### config.mk
export PLATFORM = sky130hd
export DESIGN_NAME = pwm_fade_engine
export DESIGN_NICKNAME = d
export VERILOG_FILES = /design/src/rtl/pwm_fade_engine.sv
export SDC_FILE = /design/constraint.sdc
export NUM_CORES = 1
export LEC_CHECK = 0
export CAP_MARGIN = 20
export CORE_MARGIN = 2
export CORE_UTILIZATION = 53
export DETAILED_ROUTE_END_ITERATION = 7
export PLACE_DENSITY = 0.83
export SLEW_MARGIN = 5
export SYNTH_ARGS = -nofsm -noshare
export SYNTH_HDL_FRONTEND = slang
export SYNTH_SLANG_ARGS = --single-unit
### constraint.sdc
create_clock -name clk -period 3.7 [get_ports clk]
set_input_delay 0.37 -clock clk [delete_from_list [all_inputs] [get_ports clk]]
set_output_delay 0.37 -clock clk [all_outputs]
set_load 0.005 [all_outputs]
### src/rtl/pwm_fade_engine.sv
// Three-channel duty-cycle ramp generator feeding a 3-channel PWM controller.
// Optional sticky completion interrupt enabled by defining PWM_FADE_IRQ_EN.
module pwm_fade_engine #(
    parameter int unsigned INTERVAL_W = 8
) (
    input  logic                  clk,
    input  logic                  reset_n,
    input  logic                  fade_enable,
    input  logic                  period_complete,
    input  logic [INTERVAL_W-1:0] interval,
    input  logic                  ch0_load,
    input  logic [7:0]            ch0_target,
    input  logic [7:0]            ch0_step,
    input  logic                  ch1_load,
    input  logic [7:0]            ch1_target,
    input  logic [7:0]            ch1_step,
    input  logic                  ch2_load,
    input  logic [7:0]            ch2_target,
    input  logic [7:0]            ch2_step,
    output logic [7:0]            ch0_duty_cycle,
    output logic [7:0]            ch1_duty_cycle,
    output logic [7:0]            ch2_duty_cycle,
    output logic                  ch0_busy,
    output logic                  ch1_busy,
    output logic                  ch2_busy,
    output logic                  ch0_done,
    output logic                  ch1_done,
    output logic                  ch2_done,
    output logic                  irq,
    input  logic                  irq_clear
);

    typedef enum logic [1:0] {
        IDLE = 2'd0,
        UP   = 2'd1,
        DOWN = 2'd2
    } state_t;

    logic [INTERVAL_W-1:0] tick_cnt;
    logic [INTERVAL_W-1:0] interval_eff;
    logic [INTERVAL_W:0]   tick_next;
    logic                  step_strobe;

    logic [2:0] load;
    logic [7:0] target_in [3];
    logic [7:0] step_in   [3];

    state_t     state  [3];
    logic [7:0] duty   [3];
    logic [7:0] target [3];
    logic [7:0] step   [3];
    logic [8:0] sum_up [3];
    logic [8:0] diff_dn[3];
    logic [2:0] busy_r;
    logic [2:0] done_r;

    assign load      = {ch2_load, ch1_load, ch0_load};
    assign target_in = '{ch0_target, ch1_target, ch2_target};
    assign step_in   = '{ch0_step, ch1_step, ch2_step};

    always_comb begin
        interval_eff = (interval == '0) ? INTERVAL_W'(1) : interval;
        tick_next    = {1'b0, tick_cnt} + (INTERVAL_W + 1)'(1);
    end

    always_ff @(posedge clk) begin
        if (!reset_n) begin
            tick_cnt    <= '0;
            step_strobe <= 1'b0;
        end else if (!fade_enable) begin
            tick_cnt    <= '0;
            step_strobe <= 1'b0;
        end else if (period_complete) begin
            if (tick_next >= {1'b0, interval_eff}) begin
                tick_cnt    <= '0;
                step_strobe <= 1'b1;
            end else begin
                tick_cnt    <= tick_next[INTERVAL_W-1:0];
                step_strobe <= 1'b0;
            end
        end else begin
            step_strobe <= 1'b0;
        end
    end

    // 9-bit arithmetic: the carry catches overshoot, the sign bit catches underflow.
    always_comb begin
        for (int unsigned i = 0; i < 3; i++) begin
            sum_up[i]  = {1'b0, duty[i]} + {1'b0, step[i]};
            diff_dn[i] = {1'b0, duty[i]} - {1'b0, step[i]};
        end
    end

    always_ff @(posedge clk) begin
        if (!reset_n) begin
            for (int unsigned i = 0; i < 3; i++) begin
                state[i]  <= IDLE;
                duty[i]   <= '0;
                target[i] <= '0;
                step[i]   <= '0;
            end
            busy_r <= '0;
            done_r <= '0;
        end else begin
            for (int unsigned i = 0; i < 3; i++) begin
                done_r[i] <= 1'b0;
                if (load[i]) begin
                    // A load pre-empts any coincident step on this channel.
                    target[i] <= target_in[i];
                    step[i]   <= step_in[i];
                    if (target_in[i] > duty[i]) begin
                        state[i]  <= UP;
                        busy_r[i] <= 1'b1;
                    end else if (target_in[i] < duty[i]) begin
                        state[i]  <= DOWN;
                        busy_r[i] <= 1'b1;
                    end else begin
                        state[i]  <= IDLE;
                        busy_r[i] <= 1'b0;
                        done_r[i] <= 1'b1;
                    end
                end else if (step_strobe && fade_enable) begin
                    case (state[i])
                        UP: begin
                            if (step[i] == '0 || sum_up[i] >= {1'b0, target[i]}) begin
                                duty[i]   <= target[i];
                                state[i]  <= IDLE;
                                busy_r[i] <= 1'b0;
                                done_r[i] <= 1'b1;
                            end else begin
                                duty[i] <= sum_up[i][7:0];
                            end
                        end
                        DOWN: begin
                            if (step[i] == '0 ||
                                $signed(diff_dn[i]) <= $signed({1'b0, target[i]})) begin
                                duty[i]   <= target[i];
                                state[i]  <= IDLE;
                                busy_r[i] <= 1'b0;
                                done_r[i] <= 1'b1;
                            end else begin
                                duty[i] <= diff_dn[i][7:0];
                            end
                        end
                        default: ;
                    endcase
                end
            end
        end
    end

    assign ch0_duty_cycle = duty[0];
    assign ch1_duty_cycle = duty[1];
    assign ch2_duty_cycle = duty[2];
    assign ch0_busy       = busy_r[0];
    assign ch1_busy       = busy_r[1];
    assign ch2_busy       = busy_r[2];
    assign ch0_done       = done_r[0];
    assign ch1_done       = done_r[1];
    assign ch2_done       = done_r[2];

`ifdef PWM_FADE_IRQ_EN
    logic [2:0] flags;
    logic [2:0] flags_next;

    // Set has priority over clear so a completion coinciding with a clear is not lost.
    always_comb begin
        flags_next = (irq_clear ? 3'b000 : flags) | done_r;
    end

    always_ff @(posedge clk) begin
        if (!reset_n) begin
            flags <= '0;
            irq   <= 1'b0;
        end else begin
            flags <= flags_next;
            irq   <= |flags_next;
        end
    end
`else
    logic unused_irq_clear;
    assign unused_irq_clear = irq_clear;
    assign irq = 1'b0;
`endif

endmodule
**Word level (Yosys, flattened, before mapping)**

Memory sizes are Yosys's and may differ from the RTL's.
Cells that the tools add are included.

- Output and inout bits: 31
- Memories: 4
- Input bits: 64
- Bits in writable memories: 78
- Register bits after elaboration: 15

Memories:

| name | depth | bits a word | read ports | clocked after memory_dff | wr ports | line | text |
|---|---|---|---|---|---|---|---|
| duty | 3 | 8 | 3 | 0 | 3 | 49 | `logic [7:0] duty [3];` |
| step | 3 | 8 | 3 | 0 | 3 | 51 | `logic [7:0] step [3];` |
| target | 3 | 8 | 3 | 0 | 3 | 50 | `logic [7:0] target [3];` |
| state | 3 | 2 | 3 | 0 | 3 | 48 | `state_t state [3];` |

- Eq/ne operators: 12
- Bitwise logic cells: 33
- Add/sub/neg operators: 7
- $lt $le $gt $ge: 13
- Reduce and logical (&&, ||, !) cells: 22
- Mux-type cells: 187

Operator list:

| cell | count |
|---|---|
| 8-bit two-way mux | 20 |
| 1-bit two-way mux | 146 |
| 9-bit by 8-bit >= comparator with 1-bit output | 4 |
| 1-bit OR | 33 |
| 8-bit zero test | 4 |
| 2-bit two-way mux | 15 |
| 8-bit by 8-bit adder with 9-bit output | 3 |
| 9-bit <= comparator | 3 |
| 8-bit by 8-bit subtractor with 9-bit output | 3 |
| 8-bit greater-than comparator | 3 |
| 8-bit less-than comparator | 3 |
| 3-bit inequality test (second input constant) | 6 |
| 1-bit one-hot mux with 2 select lines | 6 |
| 4-bit AND reduction | 3 |
| 8-bit by 1-bit adder with 9-bit output (second input constant) | 1 |
| 3-bit nonzero test | 3 |
| 2-bit by 1-bit == test with 1-bit output (second input constant) | 3 |
| 2-bit == test (second input constant) | 3 |
| 1-bit logical OR | 6 |
| 2-bit nonzero test | 3 |
| 3-bit AND reduction | 1 |
| 2-bit AND reduction | 1 |
| 1-bit logical AND | 1 |

**Logic depth before layout (Yosys ltp)**

Gate-level depths: netlist (run 1).
An unclocked memory read counts as a cell.

- Depth in word-level cells: 14
- Gate-level depth with buffers: 17

**Worst setup path after synthesis (run 1)**

Ideal clock, no wire load.

- Kind: reg2reg
- From: mem duty[2][0]
- To: mem duty[2][6] (data pin)
- Path slack: -357 ps
- Data arrival time: 3796 ps
- Path buffers: 0
- Stages on the path, launching flop included: 17
- Required time: 3439 ps
- Path through: edfxtp_1 > ha_1 > fa_1 > nand2b_1 > a21oi_1 > a21oi_1 > nor2_1 > nor2_1 > xor2_1 > ha_1 > a21o_1 > a2111oi_0 > o31ai_1 > o41ai_2 > a21oi_1 > or2_1 > a221o_1

RTL lines:

| what | line |
|---|---|
| start: declaration | 49 |

==> results of run 1 <==
==> how the worst max path moves through the flow <==
stage | from | to | slack (ps) | cells past startpoint
floorplan | duty[1][2]$_SDFFCE_PP0P_ | duty[1][1]$_SDFFCE_PP0P_ | -90 | 15
global placement | step[0][17]$_SDFFCE_PP0P_ | duty[0][7]$_SDFFCE_PP0P_ | -210 | 16
detailed placement | duty[2][1]$_DFFE_PP_ | duty[0][4]$_SDFFCE_PP0P_ | -460 | 15
CTS | duty[1][0]$_SDFFCE_PP0P_ | duty[1][1]$_SDFFCE_PP0P_ | -300 | 17
global route | duty[1][0]$_SDFFCE_PP0P_ | duty[1][4]$_SDFFCE_PP0P_ | -500 | 18
finish | duty[1][0]$_SDFFCE_PP0P_ | duty[1][4]$_SDFFCE_PP0P_ | -370 | 18
==> registers in the layout, summed over array words and instances (netlist names) <==
signal	flops
done_r	3
step	24
tick_cnt	8
step_strobe	1
busy_r	3
duty	24
target	24
state	6
==> stage by stage <==
stage                     power (mW)  std cells  TNS, ps
after global placement          2.56       1302    -3420
after global routing            4.02       1344    -8040
final                           3.84       1344    -3110
after floorplan                 2.09        913     -708
after CTS                       3.65       1330    -2640
after detailed placement        2.61       1302    -6840
==> where the power goes <==
group / switching [mW] / internal [mW]
sequential: 0.0567 / 1.21
clock: 0.436 / 0.530
combinational: 0.810 / 0.800
==> per-layer routing <==
metal,track usage,share of wire
met4,0.0867,0.032
met3,0.0410,0.052
met2,0.464,0.49
met5,0,0
met1,0.350,0.43
==> final cells by class <==
cell class | count | area, sq um
well taps | 211 | 264
repair buffers | 227 | 2010
clock buffers | 10 | 229
fillers | 1081 | 4010
clock inverters | 6 | 68.8
inverters | 114 | 428
flip-flops and latches | 93 | 2630
multi-input cells | 683 | 5680
==> cells by family (layout without fill, tap and decap cells) <==
logic type                 Yosys count  count (layout)  synth area share
adders and majority gates          141             141             0.216
muxes                               17              17            0.0203
DFF                                 93              93             0.314
other                                1               1          0.000447
buffers and inverters              137             357            0.0621
and+or+nand+nor                    288             288             0.185
xor gates and xnor gates            37              37            0.0387
AOI/OAI and AO/OA                  199             199             0.163
==> cell usage after synthesis, drive strengths merged (16+ instances only) <==
master	number	share of area
a21oi	45	0.027
and2	53	0.040
clkbuf	21	0.0096
dfxtp	16	0.038
edfxtp	77	0.28
ha	135	0.20
inv	114	0.051
mux2i	17	0.020
nand2	41	0.018
nand2b	23	0.017
nand3	20	0.012
nand4	21	0.016
nor2	56	0.025
nor2b	20	0.015
o21a	17	0.015
o21ai	37	0.022
xnor2	29	0.030
==> what timing repair did <==
item / 4_1_cts / 5_1_grt
resized for setup: 38 / 59
buffers inserted: 13 / 14
pin swaps: 18 / 36
endpoints found under the setup margin: 27 / 37
==> critical path: cells and delay by family, from the launching register on <==
family,cells,cell delay (ps)
DFF,1,440
xor gates and xnor gates,1,240
adders and majority gates,2,510
AOI/OAI and AO/OA,7,1320
buffers and inverters,3,380
and+or+nand+nor,4,650
muxes,1,250
==> flow_metrics.tcl, run 1 <==
set metrics [dict create \
    first_iter_violations 675 \
    irDropWorstVdd_v 0.000259 \
    path_class "flop to flop" \
    wirelength_mm 23.8 \
    holdWs_ps 512 \
    nets 1333 \
    portBuffers 92 \
    grt_pass1_vias 7356 \
    worst_path_largest_cell_delay_ps 440 \
    postRouteAntennaNets 0 \
    fin_area_sq_um 11300 \
    clock-sinks 93 \
    finalCritPeriodShare 1.10 \
    core_sq_um 15300 \
    r2r-start "duty[1][0]$_SDFFCE_PP0P_" \
    slew_violations 0 \
    cts_hold_buffers 0 \
    place_area_sq_um 10400 \
    r2r_setup_slack_ps -370 \
    drv_cap 0 \
    finalCriticalPeriod_ps 4070 \
    cts_tree "built" \
    synth_edf_count 77 \
    gp_congestion 0.940 \
    io_pins 95 \
    rsz0062_at_grt "true" \
    holdPathStages 1 \
    core.rowCount 45 \
    wl_per_cell_um 17.7 \
    post-route-util 0.738 \
    hold_end "busy_r[2]$_SDFFE_PN0P_" \
    powerDensity_nw_per_um2 340 \
    fin_ws_ps -366 \
    die_h_um 130 \
    cts.htree.levels 3 \
    ys_warn_count 0 \
    grt_pass1_wl_mm 35.6 \
    dieArea_sq_um 16800 \
    violations "setup timing" \
    fmax_mhz 246 \
    crit_path_max_fanout 4 \
    fp.dieW_um 130 \
    cp.arrival_ps 4170 \
    yosysUniqueCellTypes 69 \
    vias_per_cell 5.77 \
    antenna_found_initial 0 \
    end_kind "flop" \
    cp_cell_sequence "inv_1, ha_2, buf_4, nor2b_1, o21ai_0, nand2b_1, a31oi_2, a21oi_1, xnor2_1, ha_1, nand4_1, o22ai_1, or3_1, a311o_2, a311oi_4, buf_6, mux2i_1, o2bb2ai_1" \
    critPathSlowestCell "edfxtp_1" \
    layout_commonest_cell "ha_1" \
    synthToLayoutAreaGrowth_pct 34.9 \
    syn_area_per_cell_sq_um 9.18 \
    rr_endpoint "duty[1][4]$_SDFFCE_PP0P_" \
    hold_viol 0 \
    clock_skew_ps 7.57 \
    min_from "busy_r[2]$_SDFFE_PN0P_" \
    cp.required_ps 3800 \
    drt_first_pass_iters 5 \
    yosysSeqAreaShare 0.314 \
    p_leak_nw 4.83 \
    synth_area_sq_um 8380 \
    grt_usage 0.270 \
    rr_worst_depth 18 \
    grt_max_degree 30 \
    initial_core_util 0.547 \
    worstMarginPinSlew_ps 906 \
    syn-num-nets 1118 \
    syn-instance-count 913 \
    async_flop_share 0 \
    max_slew_margin 0.388 \
    clk_path_buf_depth 2 \
    post-place-ws_ps -457 \
    dp.final_hpwl_mm 17.6 \
    overflow 0 \
    numCtsBuffers 9 \
    hp-class "flop to flop" \
    mostFrequentLayoutCells "ha_1, buf_4, inv_1, clkdlybuf4s50_1, edfxtp_1" \
    vias 7754 \
    clock_latency_ps 360 \
    cts_root_buf "clkbuf_16" \
    setup_viol 21 \
    n_antenna_cell 0 \
    cp-start-kind "flop" \
    synth_seq_cells 93 \
    clk_pin_slew_ps 70 \
    drc 0 \
    yosys_most_used_dff "edfxtp_1" \
    drive_above_1_share 0.207 \
    status "complete, but fails checks" \
]
Power figures use the tool's default switching activity.
==> run 2, diff against run 1 <==
- clock period: 3.7 -> 3.29 ns (I/O delays scaled with it)
==> flow_metrics.tcl, run 2 (synthesis results as in run 1) <==
set metrics [dict create \
    finalCriticalPeriod_ps 4030 \
    post-place-ws_ps -642 \
    hold_viol 0 \
    setup_viol 38 \
    fin_area_sq_um 11900 \
    reg_top3 "duty x24, step x24, target x24" \
    end_kind "flop" \
    finalCritPeriodShare 1.23 \
    core_sq_um 15300 \
    powerDensity_nw_per_um2 380 \
    path_class "flop to flop" \
    drive_above_1_share 0.254 \
    grt_pass1_wl_mm 38.3 \
    initial_core_util 0.547 \
    clock_latency_ps 360 \
    holdWs_ps 509 \
    gp_congestion 0.947 \
    slew_violations 0 \
    clk_path_buf_depth 2 \
    core.rowCount 45 \
    mostFrequentLayoutCells "buf_4, ha_1, inv_1, clkdlybuf4s50_1, edfxtp_1" \
    die_h_um 130 \
    wl_per_cell_um 18.3 \
    fmax_mhz 248 \
    numCtsBuffers 9 \
    irDropWorstVdd_v 0.000313 \
    vias 7973 \
    cts.htree.levels 3 \
    dp.final_hpwl_mm 18.4 \
    cts_tree "built" \
    status "complete, but fails checks" \
    critPathTopFamily "simple AND/OR/NAND/NOR gates" \
    grt_pass1_vias 7898 \
    antenna_found_initial 0 \
    hp-class "flop to flop" \
    cp.arrival_ps 4140 \
    clk_pin_slew_ps 70 \
    cp.required_ps 3400 \
    synthToLayoutAreaGrowth_pct 41.4 \
    violations "setup timing" \
    cp_cell_sequence "inv_1, ha_4, fa_2, nor2b_4, o31a_1, o21ai_2, nand2_1, xor2_1, ha_1, o211a_1, a211oi_1, or3_1, a311o_1, buf_4, or3_4, nor2b_1, mux2i_1" \
    nets 1378 \
    drc 0 \
    rsz0062_at_grt "true" \
    dieArea_sq_um 16800 \
    io_pins 95 \
    layout_commonest_cell "buf_4" \
    portBuffers 92 \
    wirelength_mm 25.4 \
    grtUsageMet3 0.0381 \
    grt-busiest-layer "met2" \
    postRouteAntennaNets 0 \
    fin_ws_ps -740 \
    p_leak_nw 5.12 \
    fp.dieW_um 130 \
    cts_root_buf "clkbuf_16" \
    vias_per_cell 5.74 \
    grt_usage 0.290 \
    grt_max_degree 33 \
    crit_buf_inv 2 \
    post-route-util 0.774 \
    clock_skew_ps 7.49 \
    cp-start-kind "flop" \
    n_antenna_cell 0 \
    crit_path_max_fanout 3 \
    max_slew_margin 0.313 \
    met1_usage 0.371 \
    first_iter_violations 662 \
    worst_path_largest_cell_delay_ps 430 \
    overflow 0 \
    drt_first_pass_iters 5 \
    clock-sinks 93 \
    drv_cap 0 \
    critPathSlowestCell "edfxtp_1" \
    grt.met2_usage 0.492 \
    place_area_sq_um 10800 \
    worstMarginPinSlew_ps 1020 \
]
==> run 2: what timing repair did <==
item                                    CTS  global route
hold buffers                              0             0
resized for setup                        46            70
setup buffers                            21            14
endpoints found under the setup margin   38            38
pin swaps                                14            40
cloned                                    0             0
==> run 2: tightest hold or removal path, stage by stage, from the launching register on <==
cell and delay, ps:
dfxtp_1 320, nand3b_1 70, o21ai_0 70
==> run 2: path summary, 6_finish.rpt <==
check / startpoint / end / slack (ps) / depth (start not counted)
worst min register to register: tick_cnt[1]$_SDFFE_PN0P_ / tick_cnt[1]$_SDFFE_PN0P_ / 510 / 2
worst max-delay path: duty[1][0]$_SDFFCE_PP0P_ / duty[1][0]$_SDFFCE_PP0P_ / -740 / 17
worst min-delay path: tick_cnt[1]$_SDFFE_PN0P_ / tick_cnt[1]$_SDFFE_PN0P_ / 510 / 2
worst max register to register: duty[1][0]$_SDFFCE_PP0P_ / duty[1][0]$_SDFFCE_PP0P_ / -740 / 17
==> run 2: routing by layer <==
metal  wire (um)  vias up
li1            -     3801
met2       12400      351
met4         911        0
met5           0        -
met3        1580       77
met1       10500     3744
==> run 2: stage by stage <==
stage	setup TNS (ps)	power, mW	instances
floorplan	-7470	2.41	913
global placement	-12730	3.03	1343
detailed placement	-16830	3.08	1343
CTS	-16830	4.25	1377
global route	-25080	4.71	1389
finish	-20670	4.50	1389
==> run 2: final cells by class <==
cell class / count / area, sq um
repair buffers: 272 / 2350
inverters: 114 / 428
clock inverters: 5 / 60.1
multi-input cells: 683 / 5890
well taps: 211 / 264
fillers: 975 / 3460
flip-flops and latches: 93 / 2630
clock buffers: 11 / 233
==> run 2: where the power goes <==
group          switching [mW]  internal (mW)
sequential             0.0666           1.36
clock                   0.470          0.592
combinational           0.998           1.01
total                    1.53           2.97
==> run 3, diff against run 2 <==
- CORE_UTILIZATION: 53 -> 55
- PLACE_DENSITY: 0.83 -> 0.82
- clock period: 3.29 -> 3.76 ns (I/O delays scaled with it)
==> flow_metrics.tcl, run 3 (synthesis results as in run 1) <==
set metrics [dict create \
    status "complete, but fails checks" \
    violations "setup timing" \
    hold_end "busy_r[2]$_SDFFE_PN0P_" \
    drc 0 \
    drt_first_pass_iters 6 \
    finalCriticalPeriod_ps 4160 \
    cts_root_buf "clkbuf_16" \
    r2r-start "duty[1][0]$_SDFFCE_PP0P_" \
    wirelength_mm 25.6 \
    p_total_mw 3.88 \
    met1_length_mm 10.3 \
    powerDensity_nw_per_um2 341 \
    n_fill_cell 972 \
    dieArea_sq_um 16200 \
    irDropWorstVdd_v 0.000254 \
    cts.htree.levels 3 \
    first_iter_violations 684 \
    wl_per_cell_um 19.4 \
    slew_violations 0 \
    reg_top3 "duty x24, step x24, target x24" \
    rr_worst_depth 17 \
    gp_congestion 0.906 \
    seq_area_sq_um 2630 \
    core.rowCount 45 \
    fp.dieW_um 127 \
    numCtsBuffers 9 \
    final-instance-count-excl-fill 1324 \
    max_slew_margin 0.266 \
    initial_core_util 0.558 \
    wl_met2_mm 12.4 \
    post-route-util 0.758 \
    holdWs_ps 520 \
    drv_cap 0 \
    dp_cells 1264 \
    highest_layer "met4" \
    grt_pass1_vias 7770 \
    rr_endpoint "duty[1][6]$_SDFFCE_PP0P_" \
    hold_viol 0 \
    r2r_setup_slack_ps -400 \
    finalCritPeriodShare 1.11 \
    grt_max_degree 30 \
    nets 1336 \
    vias_per_cell 6.11 \
    holdPathStages 1 \
    overflow 0 \
    cp.arrival_ps 4270 \
    grt_pass1_wl_mm 37.0 \
    die_h_um 127 \
    core_sq_um 15000 \
    portBuffers 92 \
    io_pins 95 \
    p_leak_nw 4.84 \
    n_antenna_cell 0 \
    cp.required_ps 3870 \
    clk_path_buf_depth 2 \
    dp.final_hpwl_mm 17.0 \
    layout_commonest_cell "ha_1" \
    cp-start-kind "flop" \
    path_class "flop to flop" \
    hp-class "flop to flop" \
    worstMarginPinSlew_ps 1090 \
    fin_setup_tns_ps -6270 \
    drive_above_1_share 0.216 \
    clk_pin_slew_ps 70 \
    clock_skew_ps 9.65 \
    fmax_mhz 241 \
    vias 8088 \
    min_from "busy_r[2]$_SDFFE_PN0P_" \
    synthToLayoutAreaGrowth_pct 35.9 \
    fin_area_sq_um 11400 \
    place_area_sq_um 10200 \
    antenna_found_initial 0 \
    crit_path_max_fanout 4 \
    rsz0062_at_grt "true" \
    post-place-ws_ps -272 \
    wl_met3_mm 1.69 \
    multi_input_area_sq_um 5780 \
    mostFrequentLayoutCells "ha_1, buf_4, inv_1, clkdlybuf4s50_1, edfxtp_1" \
    postRouteAntennaNets 0 \
    fin_ws_ps -395 \
    clock_latency_ps 360 \
    cts_tree "built" \
    clock-sinks 93 \
    setup_viol 35 \
    end_kind "flop" \
    grt_usage 0.284 \
]
==> run 3: per-layer routing <==
layer,vias up,track usage
li1,3709,-
met1,3831,0.364
met2,417,0.488
met3,131,0.0394
met4,0,0.109
met5,-,0
==> run 3: worst max-delay path by stage <==
stage | startpoint | end | slack, ps | cells after the start
final | duty[1][0]$_SDFFCE_PP0P_ | duty[1][6]$_SDFFCE_PP0P_ | -400 | 17
after global routing | duty[1][0]$_SDFFCE_PP0P_ | duty[1][6]$_SDFFCE_PP0P_ | -430 | 17
after CTS | duty[1][0]$_SDFFCE_PP0P_ | duty[1][1]$_SDFFCE_PP0P_ | -140 | 17
after detailed placement | duty[2][1]$_DFFE_PP_ | duty[0][5]$_SDFFCE_PP0P_ | -270 | 15
after global placement | duty[2][1]$_DFFE_PP_ | duty[0][6]$_SDFFCE_PP0P_ | -200 | 15
after floorplan | duty[1][2]$_SDFFCE_PP0P_ | duty[1][1]$_SDFFCE_PP0P_ | -30 | 15
==> run 3: what timing repair did <==
item,4_1_cts,5_1_grt
buffers inserted,23,20
pin swaps,13,39
hold buffers,0,0
endpoints found under the setup margin,28,35
gates cloned,0,1
gates resized for setup,35,96
==> run 3: cell type report <==
type	instances	share of cell area
Clock inverter	6	0.00626
Sequential cell	93	0.231
Multi-Input combinational cell	683	0.507
Tap cell	188	0.0207
Timing Repair Buffer	230	0.177
Inverter	114	0.0376
Clock buffer	10	0.0201
==> run 3: worst max-delay path, stage by stage (launching register included) <==
cell,delay [ps]
edfxtp_1,460
inv_1,100
ha_2,190
fa_2,250
nor2b_4,50
o31a_1,330
o21ai_2,140
nand2_1,100
xor2_2,190
ha_4,240
nand4_1,110
o22ai_1,90
or3_1,390
a311o_1,430
a311oi_4,320
buf_6,190
mux2i_1,220
o2bb2ai_1,100
==> run 3: where the power goes <==
part | total (mW) | leakage, nW | internal (mW) | switching [mW]
Combinational | 1.67 | 3.76 | 0.804 | 0.865
Clock | 0.959 | 0.139 | 0.521 | 0.438
Sequential | 1.25 | 0.942 | 1.19 | 0.0593
Total | 3.88 | 4.84 | 2.52 | 1.36
